<file path="config.mk">
export PLATFORM = sky130hd
export DESIGN_NAME = skew_buffer3
export DESIGN_NICKNAME = d
export VERILOG_FILES = /design/src/rtl/skew_buffer3.sv
export SDC_FILE = /design/constraint.sdc
export NUM_CORES = 1
export LEC_CHECK = 0
export ABC_AREA = 1
export BUFFER_PORTS_ARGS = -buffer_cell sky130_fd_sc_hd__buf_2
export CAP_MARGIN = 20
export CORE_MARGIN = 1
export CORE_UTILIZATION = 55
export DETAILED_ROUTE_END_ITERATION = 8
export GPL_ROUTABILITY_DRIVEN = 0
export GPL_TIMING_DRIVEN = 0
export HOLD_SLACK_MARGIN = 0.15
export PLACE_DENSITY = 0.73
export SYNTH_ARGS = -nofsm -noshare
export SYNTH_HDL_FRONTEND = slang
export SYNTH_SLANG_ARGS = --single-unit
</file>
<file path="constraint.sdc">
create_clock -name clk -period 7.6 [get_ports clk]
set_input_delay 1.14 -clock clk [delete_from_list [all_inputs] [get_ports clk]]
set_output_delay 1.14 -clock clk [all_outputs]
set_load 0.02 [all_outputs]
</file>
<file path="src/rtl/skew_buffer3.sv">
// Ping-pong input skew buffer: accepts ARRAY_SIZE x ARRAY_SIZE tiles row by row and
// drains committed tiles onto ARRAY_SIZE diagonally skewed lanes. Optional SKEW_BUFFER3_TRANSPOSE_EN.
module skew_buffer3 #(
    parameter int DATA_WIDTH = 8,
    parameter int ARRAY_SIZE = 4
) (
    input  logic                         clk,
    input  logic                         rst_n,
    input  logic                         enable,
    input  logic                         wr_valid,
    output logic                         wr_ready,
    input  logic signed [DATA_WIDTH-1:0] data_in [ARRAY_SIZE],
`ifdef SKEW_BUFFER3_TRANSPOSE_EN
    input  logic                         transpose,
`endif
    output logic signed [DATA_WIDTH-1:0] data_out [ARRAY_SIZE],
    output logic [ARRAY_SIZE-1:0]        lane_valid,
    output logic                         out_first,
    output logic                         out_last,
    output logic                         busy
);

    localparam int unsigned STEP_W = $clog2(2*ARRAY_SIZE-1);
    localparam int unsigned IDX_W  = $clog2(ARRAY_SIZE);
    localparam logic [STEP_W-1:0] LAST_STEP = STEP_W'(2*ARRAY_SIZE-2);
    localparam logic [IDX_W-1:0]  LAST_ROW  = IDX_W'(ARRAY_SIZE-1);

    typedef enum logic {IDLE, DRAIN} state_t;

    logic signed [DATA_WIDTH-1:0] mem_q [2][ARRAY_SIZE][ARRAY_SIZE];
    logic signed [DATA_WIDTH-1:0] mem_d [2][ARRAY_SIZE][ARRAY_SIZE];
    logic                         wbank_q, wbank_d;
    logic                         rbank_q, rbank_d;
    logic [IDX_W-1:0]             wrow_q, wrow_d;
    logic [1:0]                   full_q, full_d;
    logic [STEP_W-1:0]            step_q, step_d;
    state_t                       state_q, state_d;
    logic signed [DATA_WIDTH-1:0] data_out_q [ARRAY_SIZE];
    logic signed [DATA_WIDTH-1:0] data_out_d [ARRAY_SIZE];
    logic [ARRAY_SIZE-1:0]        lane_valid_q, lane_valid_d;
    logic                         first_q, first_d;
    logic                         last_q, last_d;
    logic                         fill_now;
    logic                         next_ready;
`ifdef SKEW_BUFFER3_TRANSPOSE_EN
    logic [1:0]                   tr_q, tr_d;
`endif

    assign wr_ready   = ~full_q[wbank_q];
    assign busy       = (state_q == DRAIN);
    assign data_out   = data_out_q;
    assign lane_valid = lane_valid_q;
    assign out_first  = first_q;
    assign out_last   = last_q;

    always_comb begin
        mem_d        = mem_q;
        wbank_d      = wbank_q;
        wrow_d       = wrow_q;
        full_d       = full_q;
        rbank_d      = rbank_q;
        step_d       = step_q;
        state_d      = state_q;
        data_out_d   = data_out_q;
        lane_valid_d = lane_valid_q;
        first_d      = first_q;
        last_d       = last_q;
        fill_now     = 1'b0;
        next_ready   = 1'b0;
`ifdef SKEW_BUFFER3_TRANSPOSE_EN
        tr_d         = tr_q;
`endif

        // Write side runs regardless of enable; only the drain is gated.
        if (wr_valid && wr_ready) begin
            for (int unsigned c = 0; c < ARRAY_SIZE; c++) begin
                mem_d[wbank_q][wrow_q][IDX_W'(c)] = data_in[IDX_W'(c)];
            end
`ifdef SKEW_BUFFER3_TRANSPOSE_EN
            if (wrow_q == '0) begin
                tr_d[wbank_q] = transpose;
            end
`endif
            if (wrow_q == LAST_ROW) begin
                fill_now        = 1'b1;
                full_d[wbank_q] = 1'b1;
                wbank_d         = ~wbank_q;
                wrow_d          = '0;
            end else begin
                wrow_d = wrow_q + 1'b1;
            end
        end

        if (enable) begin
            case (state_q)
                IDLE: begin
                    data_out_d   = '{default: '0};
                    lane_valid_d = '0;
                    first_d      = 1'b0;
                    last_d       = 1'b0;
                    if (full_q[rbank_q]) begin
                        state_d = DRAIN;
                        step_d  = '0;
                    end
                end
                DRAIN: begin
                    for (int unsigned k = 0; k < ARRAY_SIZE; k++) begin
                        int i;
                        i = int'(step_q) - int'(k);
                        if (i >= 0 && i < ARRAY_SIZE) begin
                            lane_valid_d[IDX_W'(k)] = 1'b1;
`ifdef SKEW_BUFFER3_TRANSPOSE_EN
                            if (tr_q[rbank_q]) begin
                                data_out_d[IDX_W'(k)] = mem_q[rbank_q][IDX_W'(i)][IDX_W'(k)];
                            end else begin
                                data_out_d[IDX_W'(k)] = mem_q[rbank_q][IDX_W'(k)][IDX_W'(i)];
                            end
`else
                            data_out_d[IDX_W'(k)] = mem_q[rbank_q][IDX_W'(k)][IDX_W'(i)];
`endif
                        end else begin
                            lane_valid_d[IDX_W'(k)] = 1'b0;
                            data_out_d[IDX_W'(k)]   = '0;
                        end
                    end
                    first_d = (step_q == '0);
                    last_d  = (step_q == LAST_STEP);
                    if (step_q == LAST_STEP) begin
                        // A tile committing into the other bank on this edge still chains without a bubble.
                        next_ready       = full_q[~rbank_q] | (fill_now & (wbank_q != rbank_q));
                        full_d[rbank_q]  = 1'b0;
                        rbank_d          = ~rbank_q;
                        step_d           = '0;
                        state_d          = next_ready ? DRAIN : IDLE;
                    end else begin
                        step_d = step_q + 1'b1;
                    end
                end
                default: state_d = IDLE;
            endcase
        end
    end

    always_ff @(posedge clk or negedge rst_n) begin
        if (!rst_n) begin
            wbank_q      <= 1'b0;
            rbank_q      <= 1'b0;
            wrow_q       <= '0;
            full_q       <= '0;
            step_q       <= '0;
            state_q      <= IDLE;
            data_out_q   <= '{default: '0};
            lane_valid_q <= '0;
            first_q      <= 1'b0;
            last_q       <= 1'b0;
`ifdef SKEW_BUFFER3_TRANSPOSE_EN
            tr_q         <= '0;
`endif
        end else begin
            wbank_q      <= wbank_d;
            rbank_q      <= rbank_d;
            wrow_q       <= wrow_d;
            full_q       <= full_d;
            step_q       <= step_d;
            state_q      <= state_d;
            data_out_q   <= data_out_d;
            lane_valid_q <= lane_valid_d;
            first_q      <= first_d;
            last_q       <= last_d;
`ifdef SKEW_BUFFER3_TRANSPOSE_EN
            tr_q         <= tr_d;
`endif
        end
    end

    // Tile storage carries no reset; the full flags decide what is meaningful.
    always_ff @(posedge clk) begin
        mem_q <= mem_d;
    end

endmodule
</file>
==> run summary, run 1 <==
===========================================================================================
Sum of net half-perimeters after detailed placement                                 26.5 mm
Count of buffers inserted at the top-level ports                                         75
Syn_area_per_cell                                                                10.1 sq um
Vias per std cell                                                                      5.55
Setup Buffers After CTS                                                                   0
P_sw                                                                                2.26 mW
Worst setup slack after placement                                                   4510 ps
Fraction of the cycle the final worst path needs                                      43.2%
GRT Util Overall                                                                      31.5%
First-pass GRT wire length                                                          54.8 mm
Count of instances resized after the clock tree is built                                  0
Fraction of registers with async set/reset                                            15.8%
Library cell with the largest summed area after synthesis                          edfxtp_1
Number of top-level pins                                                                 76
Slew of the pin with the lowest slew margin                                          829 ps
Post-Synthesis Cells                                                                   1305
Final count of hold timing violations                                                     0
Max-cap violations                                                                        0
Clock latency reported for the late side of the worst-skew pair                      550 ps
Hold slack final                                                                     471 ps
Outcome                                                                        finished, final reports clean
Data required, critical path                                                        8040 ps
Proportion of power drawn by flip-flops and latches                                   37.5%
Root Buffer Master                                                                clkbuf_16
Total negative slack                                                                   0 ps
Count of vias placed by the detailed router                                            9804
Power density relative to cell area                                             372 nW/um^2
Clock net sink count                                                                    304
Max-slew violation count                                                                  0
Final setup viols                                                                         0
Hold-fix buffers, CTS                                                                     0
IR Drop Worst-Case VDD                                                           0.000163 V
DRC Markers                                                                               0
Share of the synthesized area in the top cell type                                    58.2%
Top-count cell post-synth                                                           nand2_1
Routed len/inst                                                                     21.3 um
Number of design-rule violations left by the first detailed-router iteration           1279
Netlist Area Pre-Place                                                          13200 sq um
Number of nets with antenna violations after detailed routing                             0
Commonest cells in the synthesized netlist                                     372 x nand2_1, 256 x edfxtp_1, 209 x inv_1, 194 x nand3_1, 113 x nor2_1
Maximum clock path buffer count                                                           3
Top flip-flop cell by instance count after synthesis                               edfxtp_1
Total Die Area                                                                  24600 sq um
Clock tree skew after final layout                                                  11.4 ps
Die W                                                                                157 um
Critical path type                                                             flip-flop to flip-flop
Proportion of layout cells with a drive suffix above 1                                12.1%
Clock transition at path regs                                                         60 ps
Arrival time of data at the critical path endpoint                                  3720 ps
Synth-to-layout area growth                                                           14.8%
Number of H-tree levels                                                                   1
Largest fanout on the critical path                                                      13
Drt pass-1 iters                                                                          6
Final Worst Setup Slack                                                             4320 ps
Part of the total power dissipated in combinational logic                             37.7%
Count of cell types in the netlist                                                       27
Remaining Overflow, GRT                                                                   0
Antenna violations before repair                                                          0
Highest Clock Rate                                                                  305 MHz
Core Util, Final                                                                      64.6%
Pin count of the biggest net entering global routing                                     39
Num CTS Buffers                                                                          31
Sort of element at the end of the critical path                                   flip-flop
Share of power burned in the clock network                                            24.8%
Vertical extent of the die                                                           157 um
Number of global-route vias before repair                                              9017
Worst slew margin relative to its limit                                               44.7%
Number of warnings printed during yosys synthesis                                         0
Number of synthesized register bits                                                     304
CTS tree                                                                              built
Main area contributors after synthesis                                         edfxtp_1 58%, nand2_1 11%, dfrtp_1 9.1%
Post-Route WL                                                                       37.7 mm
Site row count                                                                           56
Min cycle time layout                                                               3280 ps
Setup repair after global routing missed its margin                                   false
Total nets after synthesis                                                             1352
Leakage power figure                                                                6.83 nW
Number of filler cells placed in the layout                                            1812
Sequential area share after synthesis                                                 67.3%
Starting density of the core                                                          56.2%
Placeable core area                                                             23500 sq um
Cell internal power dissipation                                                     3.38 mW
Count of nets after finishing                                                          1469
Path class of the lowest-slack min-delay path                                  flip-flop to flip-flop
Post-synth EDFFs                                                                        256
Diodes inserted                                                                           0
Sw Ratio                                                                              40.0%
PnR Total Power                                                                     5.64 mW
CP startpoint kind                                                                flip-flop
===========================================================================================
==> routing by layer <==
layer | track usage, % | vias to the layer above | wire, um
met2 | 50.1 | 680 | 17500
li1 | - | 4411 | -
met1 | 42.1 | 4600 | 14000
met4 | 16.4 | 0 | 1990
met3 | 4.79 | 113 | 4140
met5 | 0 | - | 0
==> path summary, 6_finish.rpt <==
path,start,end,slack (ps),cells past startpoint
min in group asynchronous,rst_n,data_out[10]$_DFFE_PN0P_,480,1
min reg2reg,data_out[18]$_DFFE_PN0P_,data_out[18]$_DFFE_PN0P_,470,2
max in group asynchronous,rst_n,full_q[1]$_DFF_PN0_,6600,2
max,step_q[1]$_DFFE_PN0P_,data_out[20]$_DFFE_PN0P_,4320,10
max reg2reg,step_q[1]$_DFFE_PN0P_,data_out[20]$_DFFE_PN0P_,4320,10
min,data_out[18]$_DFFE_PN0P_,data_out[18]$_DFFE_PN0P_,470,2
==> cells in the final DEF, fill, tap and decap left out, types with 2 or more instances in the layout <==
cell       synthesis  final
a21oi_1            5      5
buf_12             0      6
buf_4              2      2
buf_16             0      3
nor2_1           113    105
buf_6             11     11
inv_2              3      3
o21ai_1            4      4
buf_2             22     97
nor2_4             1      9
buf_1              2      2
inv_1            209    209
nand2_1          372    372
o21ai_0            6      6
nor2_2             2      2
nand3_1          194    194
ha_1              11     11
clkbuf_1          19     25
clkbuf_16          0     31
clkinv_1           2     11
edfxtp_1         256    256
or2_1             16     16
dfrtp_1           48     48
clkinv_2           0      9
==> final cells by class <==
cell class              instances  area, sq um  share of cell area (%)
well taps                     319          399                    2.63
inverters                     214          803                    5.30
multi-input cells             731         3240                    21.4
flip-flops and latches        304         8890                    58.7
clock inverters                20          116                   0.768
clock buffers                  37          798                    5.27
plain buffers                  56          328                    2.16
repair buffers                 84          578                    3.81
==> logic make-up after synthesis <==
logic type / share of synthesized area, %
simple gates: 22.2
flops: 67.3
buf+inv: 8.57
compound gates: 0.692
fa+ha+maj: 1.04
xor+xnor: 0.133
==> metrics by stage <==
step                std cells  cell area (sq um)
floorplan                1305              13200
finish                   1765              15200
global placement         1699              14000
CTS                      1765              15200
detailed placement       1708              14200
global route             1765              15200
==> flip-flops by register name, summed over array words and instances (netlist names) <==
name / flops
step_q: 3
lane_valid: 4
wrow_q: 2
out_first: 1
busy: 1
data_out: 32
full_q: 2
wbank_q: 1
out_last: 1
mem_q: 256
rbank_q: 1
==> critical path: stages (launching register included) <==
cell	delay, ps
dfrtp_1	440
buf_2	280
clkinv_1	420
buf_2	400
ha_1	310
buf_2	190
inv_1	290
buf_2	320
nand3_1	240
nand3_1	190
nand2_1	60
==> power by group through the flow <==
stage	Combinational [mW]	Sequential [mW]	Clock (mW)
3_3_place_gp	1.97	2.15	0
5_1_grt	2.25	2.13	1.46
6_report	2.13	2.11	1.40
3_5_place_dp	2.06	2.15	0
4_1_cts	2.07	2.11	1.40
2_1_floorplan	1.15	2.22	0
Power figures use the tool's default switching activity.
==> inputs of run 2 (changes only) <==
Settings changed: PLACE_DENSITY 0.73 to 0.76.
Clock period 7.6 ns to 3 ns, I/O delays scaled along.
==> run summary, run 2 (synthesized netlist as in run 1, its figures left out) <==
===========================================================================================
Drt pass-1 iters                                                                          6   unchanged
Number of filler cells placed in the layout                                            1735   -4.2%
Number of top-level pins                                                                 76   unchanged
Worst setup slack after placement                                                   88.7 ps   -4420 ps
Site row count                                                                           56   unchanged
Synth-to-layout area growth                                                           15.6%
Worst slew margin relative to its limit                                               47.4%   +2.7 points
Outcome                                                                        finished, final reports clean
Path class of the lowest-slack min-delay path                                  primary input to flip-flop
Most used cells in the layout excluding fill and tap cells                     372 x nand2_1, 256 x edfxtp_1, 208 x inv_1
Max-cap violations                                                                        0   unchanged
Data required, critical path                                                        3500 ps   -4540 ps
Final Worst Setup Slack                                                              125 ps   -4190 ps
Leakage power figure                                                                6.87 nW   +0.61%
Vertical extent of the die                                                           157 um   unchanged
Number of nets with antenna violations after detailed routing                             0   unchanged
Fraction of the cycle the final worst path needs                                      95.8%   +53 points
Commonest non-fill, non-tap cell in the layout                                      nand2_1
Arrival time of data at the critical path endpoint                                  3370 ps   -350 ps
Die W                                                                                157 um   unchanged
Setup repair after global routing missed its margin                                   false
Post-Route WL                                                                       38.1 mm   +1.1%
Vias per std cell                                                                      5.60   +0.73%
Count of buffers inserted at the top-level ports                                         75   unchanged
Total Die Area                                                                  24600 sq um   unchanged
Total negative slack                                                                   0 ps   unchanged
CP startpoint kind                                                                flip-flop
Clock tree skew after final layout                                                  17.6 ps   +6.16 ps
Num CTS Buffers                                                                          31   unchanged
DRC Markers                                                                               0   unchanged
Number of H-tree levels                                                                   1   unchanged
Proportion of layout cells with a drive suffix above 1                                12.4%   +0.25 points
Max-slew violation count                                                                  0   unchanged
Number of global-route vias before repair                                              9275   +2.9%
Critical path type                                                             flip-flop to flip-flop
IR Drop Worst-Case VDD                                                           0.000633 V   +290%
First-pass GRT wire length                                                          55.1 mm   +0.63%
Slowest cell on the critical path                                                   dfrtp_1
Delay of the slowest cell on the worst path                                          440 ps   about the same
Clock transition at path regs                                                         60 ps   about the same
Clock latency reported for the late side of the worst-skew pair                      560 ps   about the same
Highest Clock Rate                                                                  348 MHz   +14%
Final setup viols                                                                         0   unchanged
Worst reg-to-reg setup slack                                                         120 ps   -4190 ps
Placeable core area                                                             23500 sq um   unchanged
Count of vias placed by the detailed router                                            9892   +0.90%
Diodes inserted                                                                           0   unchanged
Pin count of the biggest net entering global routing                                     49   +26%
Top register by number of flip-flops                                                  mem_q
Remaining Overflow, GRT                                                                   0   unchanged
Cell occurring most often along the worst timing path                                 buf_2
Worst reg2reg path depth                                                                 10   unchanged
Largest fanout on the critical path                                                      13   unchanged
Count of nets after finishing                                                          1473   +0.27%
Sort of element at the end of the critical path                                   flip-flop
CTS tree                                                                              built
Power density relative to cell area                                             959 nW/um^2   +160%
Maximum clock path buffer count                                                           3   unchanged
Final count of hold timing violations                                                     0   unchanged
GRT Util Overall                                                                      31.7%   +0.25 points
Hold slack final                                                                     182 ps   -289 ps
Starting density of the core                                                          56.2%   unchanged
Cell chain of the critical path                                                buf_2, clkinvlp_4, buf_2, ha_1, buf_2, clkinvlp_4, buf_2, nand3_1, nand3_1, nand2_1
Routed len/inst                                                                     21.5 um   +0.90%
Number of design-rule violations left by the first detailed-router iteration           1331   +4.1%
Sum of net half-perimeters after detailed placement                                 26.2 mm   -1.2%
Hold depth                                                                                1   -1
Antenna violations before repair                                                          0   unchanged
Flip-flop count of the largest register, all copies and words added                     256   unchanged
Slew of the pin with the lowest slew margin                                          789 ps   -40.4 ps
Clock net sink count                                                                    304   unchanged
PnR Total Power                                                                     14.6 mW   +160%
Root Buffer Master                                                                clkbuf_16
Min cycle time layout                                                               2880 ps   -405 ps
===========================================================================================
-- run 2: cell types whose count changed in the layout (fill, tap and decap cells not counted), moves of 2 or more --
cell	before	now
clkinv_2	9	3
bufinv_16	1	3
clkinv_1	11	6
buf_4	2	5
clkbuf_1	25	29
clkbuf_8	0	3
-- run 2: final cells by class --
cell class	count	area (sq um)	share of cell area, %
Inverter	214	811	5.31
Sequential cell	304	8890	58.2
Clock buffer	45	858	5.62
Timing Repair Buffer	88	611	4.00
Tap cell	319	399	2.62
Multi-Input combinational cell	731	3240	21.2
Buffer	56	329	2.16
Clock inverter	11	124	0.812
-- run 2: final timing paths --
path,startpoint,to
worst max-delay path,step_q[1]$_DFFE_PN0P_,data_out[21]$_DFFE_PN0P_
worst min-delay path,data_in[29],mem_q[189]$_DFFE_PP_
worst max register to register,step_q[1]$_DFFE_PN0P_,data_out[21]$_DFFE_PN0P_
worst min register to register,data_out[21]$_DFFE_PN0P_,data_out[21]$_DFFE_PN0P_
max in group asynchronous,rst_n,full_q[1]$_DFF_PN0_
min in group asynchronous,rst_n,data_out[29]$_DFFE_PN0P_
-- run 2: timing repair --
item / in CTS / in global routing
endpoints found under the setup margin: 0 / 13
hold endpoints to repair: 20 / 0
gates resized for setup: 0 / 4
buffers inserted: 0 / 3
hold buffers: 1 / 0
-- run 2: routing by layer --
layer / routed length (um) / track usage [%]
met3: 5230 / 8.40
met1: 13400 / 40.5
met4: 2380 / 17.4
met5: 0 / 0
met2: 17100 / 49.5
-- run 2: report_power, final --
part | total [mW] | leakage [nW] | switching [mW] | internal [mW]
Combinational | 5.49 | 3.44 | 4.02 | 1.47
Sequential | 5.37 | 2.95 | 0.215 | 5.16
Clock | 3.78 | 0.479 | 1.56 | 2.22
Total | 14.6 | 6.87 | 5.79 | 8.85
-- run 2: metrics by stage --
step / util (%) / instances / cell area (sq um)
4_1_cts: 64.8 / 1764 / 15200
2_1_floorplan: - / 1305 / 13200
6_report: 65.0 / 1768 / 15300
3_3_place_gp: 59.5 / 1699 / 14000
5_1_grt: 65.0 / 1768 / 15300
3_5_place_dp: 60.6 / 1707 / 14200
-- run 2: critical path, delay by kind of cell, from the launching register on --
kind / cells / cell delay, ps
flip-flops: 1 / 440
buffers and inverters: 6 / 1610
AND/OR/NAND/NOR: 3 / 440
adder cells (fa/ha/maj): 1 / 320
==> inputs of run 3 (changes only) <==
Settings changed: CAP_MARGIN 20 to not set, CORE_ASPECT_RATIO set to 0.75.
==> run summary, run 3 (synthesized netlist as in run 1, its figures left out) <==
===========================================================================================
Outcome                                                                        finished, final reports clean
CP endpoint                                                                    data_out[20]$_DFFE_PN0P_
Most used cells in the layout excluding fill and tap cells                     372 x nand2_1, 256 x edfxtp_1, 208 x inv_1
Worst r2r dst                                                                  data_out[20]$_DFFE_PN0P_
Clock net sink count                                                                    304   unchanged
Footprint of the flip-flops and latches                                          8890 sq um   unchanged
Synth-to-layout area growth                                                           14.8%
Placeable core area                                                             23300 sq um   -0.73%
Maximum clock path buffer count                                                           3   unchanged
Clock tree skew after final layout                                                  16.9 ps   -0.699 ps
Final Worst Setup Slack                                                             70.1 ps   -54.6 ps
CP startpoint kind                                                                flip-flop
Proportion of layout cells with a drive suffix above 1                                12.8%   +0.42 points
Count of vias placed by the detailed router                                            9952   +0.61%
Number of H-tree levels                                                                   1   unchanged
Worst setup path startpoint                                                    step_q[1]$_DFFE_PN0P_
Commonest non-fill, non-tap cell in the layout                                      nand2_1
Number of filler cells placed in the layout                                            1849   +6.6%
Clock latency reported for the late side of the worst-skew pair                      560 ps   about the same
Die W                                                                                181 um   +15%
Worst slew margin relative to its limit                                               19.1%   -28 points
GRT Util Overall                                                                      32.4%   +0.69 points
Sum of net half-perimeters after detailed placement                                 26.8 mm   +2.4%
Fraction of the cycle the final worst path needs                                      97.7%   +1.8 points
Gr busiest metal                                                                       met2
Arrival time of data at the critical path endpoint                                  3420 ps   +50 ps
IR Drop Worst-Case VDD                                                           0.000667 V   +5.5%
Met3 global-route usage                                                               10.3%   +1.9 points
Pin count of the biggest net entering global routing                                     49   unchanged
Remaining Overflow, GRT                                                                   0   unchanged
Global routing met1 resource utilization                                              45.0%   +4.5 points
Site row count                                                                           48   -14%
Data required, critical path                                                        3490 ps   about the same
Vertical extent of the die                                                           136 um   -13%
Largest fanout on the critical path                                                      13   unchanged
Number of design-rule violations left by the first detailed-router iteration           1405   +5.6%
Number of global-route vias before repair                                              9349   +0.80%
Worst setup slack after placement                                                   -187 ps   -276 ps
Min cycle time layout                                                               2930 ps   +54.6 ps
Diodes inserted                                                                           0   unchanged
Sort of element at the end of the critical path                                   flip-flop
Flip-flop count of the largest register, all copies and words added                     256   unchanged
Worst reg2reg path depth                                                                 10   unchanged
Count of buffers inserted at the top-level ports                                         75   unchanged
Multi-input logic area                                                           3240 sq um   unchanged
Drt pass-1 iters                                                                          6   unchanged
Met2 capacity usage during global routing                                             47.4%   -2.1 points
Antenna violations before repair                                                          0   unchanged
Slew of the pin with the lowest slew margin                                         1210 ps   +425 ps
Power density relative to cell area                                             963 nW/um^2   +0.40%
First-pass GRT wire length                                                          56.9 mm   +3.2%
Num CTS Buffers                                                                          29   -6.5%
Clock transition at path regs                                                         70 ps   about the same
Total Die Area                                                                  24600 sq um   about the same
Final count of hold timing violations                                                     0   unchanged
Post-Route WL                                                                       38.8 mm   +1.8%
Leakage power figure                                                                6.83 nW   -0.55%
Starting density of the core                                                          56.7%   +0.41 points
Max-cap violations                                                                        0   unchanged
DRC Markers                                                                               0   unchanged
Crit Reg-Reg Startpoint                                                        step_q[1]$_DFFE_PN0P_
Final setup viols                                                                         0   unchanged
Path class of the lowest-slack min-delay path                                  primary input to asynchronous set/reset pin
Total negative slack                                                                   0 ps   unchanged
Root Buffer Master                                                                clkbuf_16
Hold slack final                                                                     153 ps   -29.0 ps
Number of nets with antenna violations after detailed routing                             0   unchanged
Setup repair after global routing missed its margin                                   false
Worst reg-to-reg setup slack                                                          70 ps   -50 ps
Critical path type                                                             flip-flop to flip-flop
CTS tree                                                                              built
Top register by number of flip-flops                                                  mem_q
Number of top-level pins                                                                 76   unchanged
Routed len/inst                                                                     22.3 um   +3.4%
Vias per std cell                                                                      5.72   +2.2%
Count of nets after finishing                                                          1466   -0.48%
Max-slew violation count                                                                  0   unchanged
Core Util, Final                                                                      65.1%   about the same
Highest Clock Rate                                                                  341 MHz   -1.9%
===========================================================================================
run 3: cell types whose count changed in the layout (fill, tap and decap cells not counted), moves of 2 or more:
cell,change
clkinv_1,-2
inv_4,+2
clkbuf_1,-10
clkinvlp_4,+3
buf_2,-4
clkbuf_16,-2
clkbuf_4,+3
clkinv_2,+3
run 3: cell type report:
type / count / share of cell area [%]
Tap cell: 300 / 2.48
Sequential cell: 304 / 58.6
Clock inverter: 18 / 1.01
Buffer: 55 / 2.21
Timing Repair Buffer: 84 / 3.73
Clock buffer: 35 / 5.20
Multi-Input combinational cell: 731 / 21.4
Inverter: 214 / 5.36
run 3: power breakdown:
part           switching [mW]  internal (mW)
combinational            4.11           1.49
clock                    1.59           2.04
sequential              0.213           5.16
run 3: routing by layer:
metal  wire (um)  vias to the layer above
li1            -                     4413
met1       14900                     4670
met2       16400                      756
met3        5800                      113
met4        1620                        0
met5           0                        -
run 3: what timing repair did:
action	CTS	global route
buffers inserted	0	1
resized for setup	2	7
setup endpoints to repair	10	9
hold buffers	0	0
run 3: how the worst min path moves through the flow:
stage | endpoint | slack [ps] | cells past startpoint
4_1_cts | mem_q[184]$_DFFE_PP_ | 170 | 1
3_5_place_dp | data_out[12]$_DFFE_PN0P_ | 460 | 2
3_3_place_gp | data_out[1]$_DFFE_PN0P_ | 460 | 2
5_1_grt | mem_q[184]$_DFFE_PP_ | 190 | 1
6_report | data_out[13]$_DFFE_PN0P_ | 150 | 1
2_1_floorplan | busy$_DFFE_PN0P_ | 150 | 0
run 3: stage by stage:
step | cells | total power, mW | instance area, sq um
3_3_place_gp | 1680 | 10.5 | 14000
5_1_grt | 1741 | 15.1 | 15200
6_report | 1741 | 14.6 | 15200
3_5_place_dp | 1688 | 10.7 | 14200
4_1_cts | 1740 | 14.3 | 15100
2_1_floorplan | 1305 | 8.54 | 13200
run 3: critical path, stage by stage, from the launching register on:
cell and delay (ps):
dfrtp_1 450, clkbuf_4 280, clkinv_2 200, clkbuf_4 310
ha_1 330, clkbuf_4 240, clkinvlp_4 270, buf_4 270
nand3_1 240, nand3_1 160, nand2_1 100
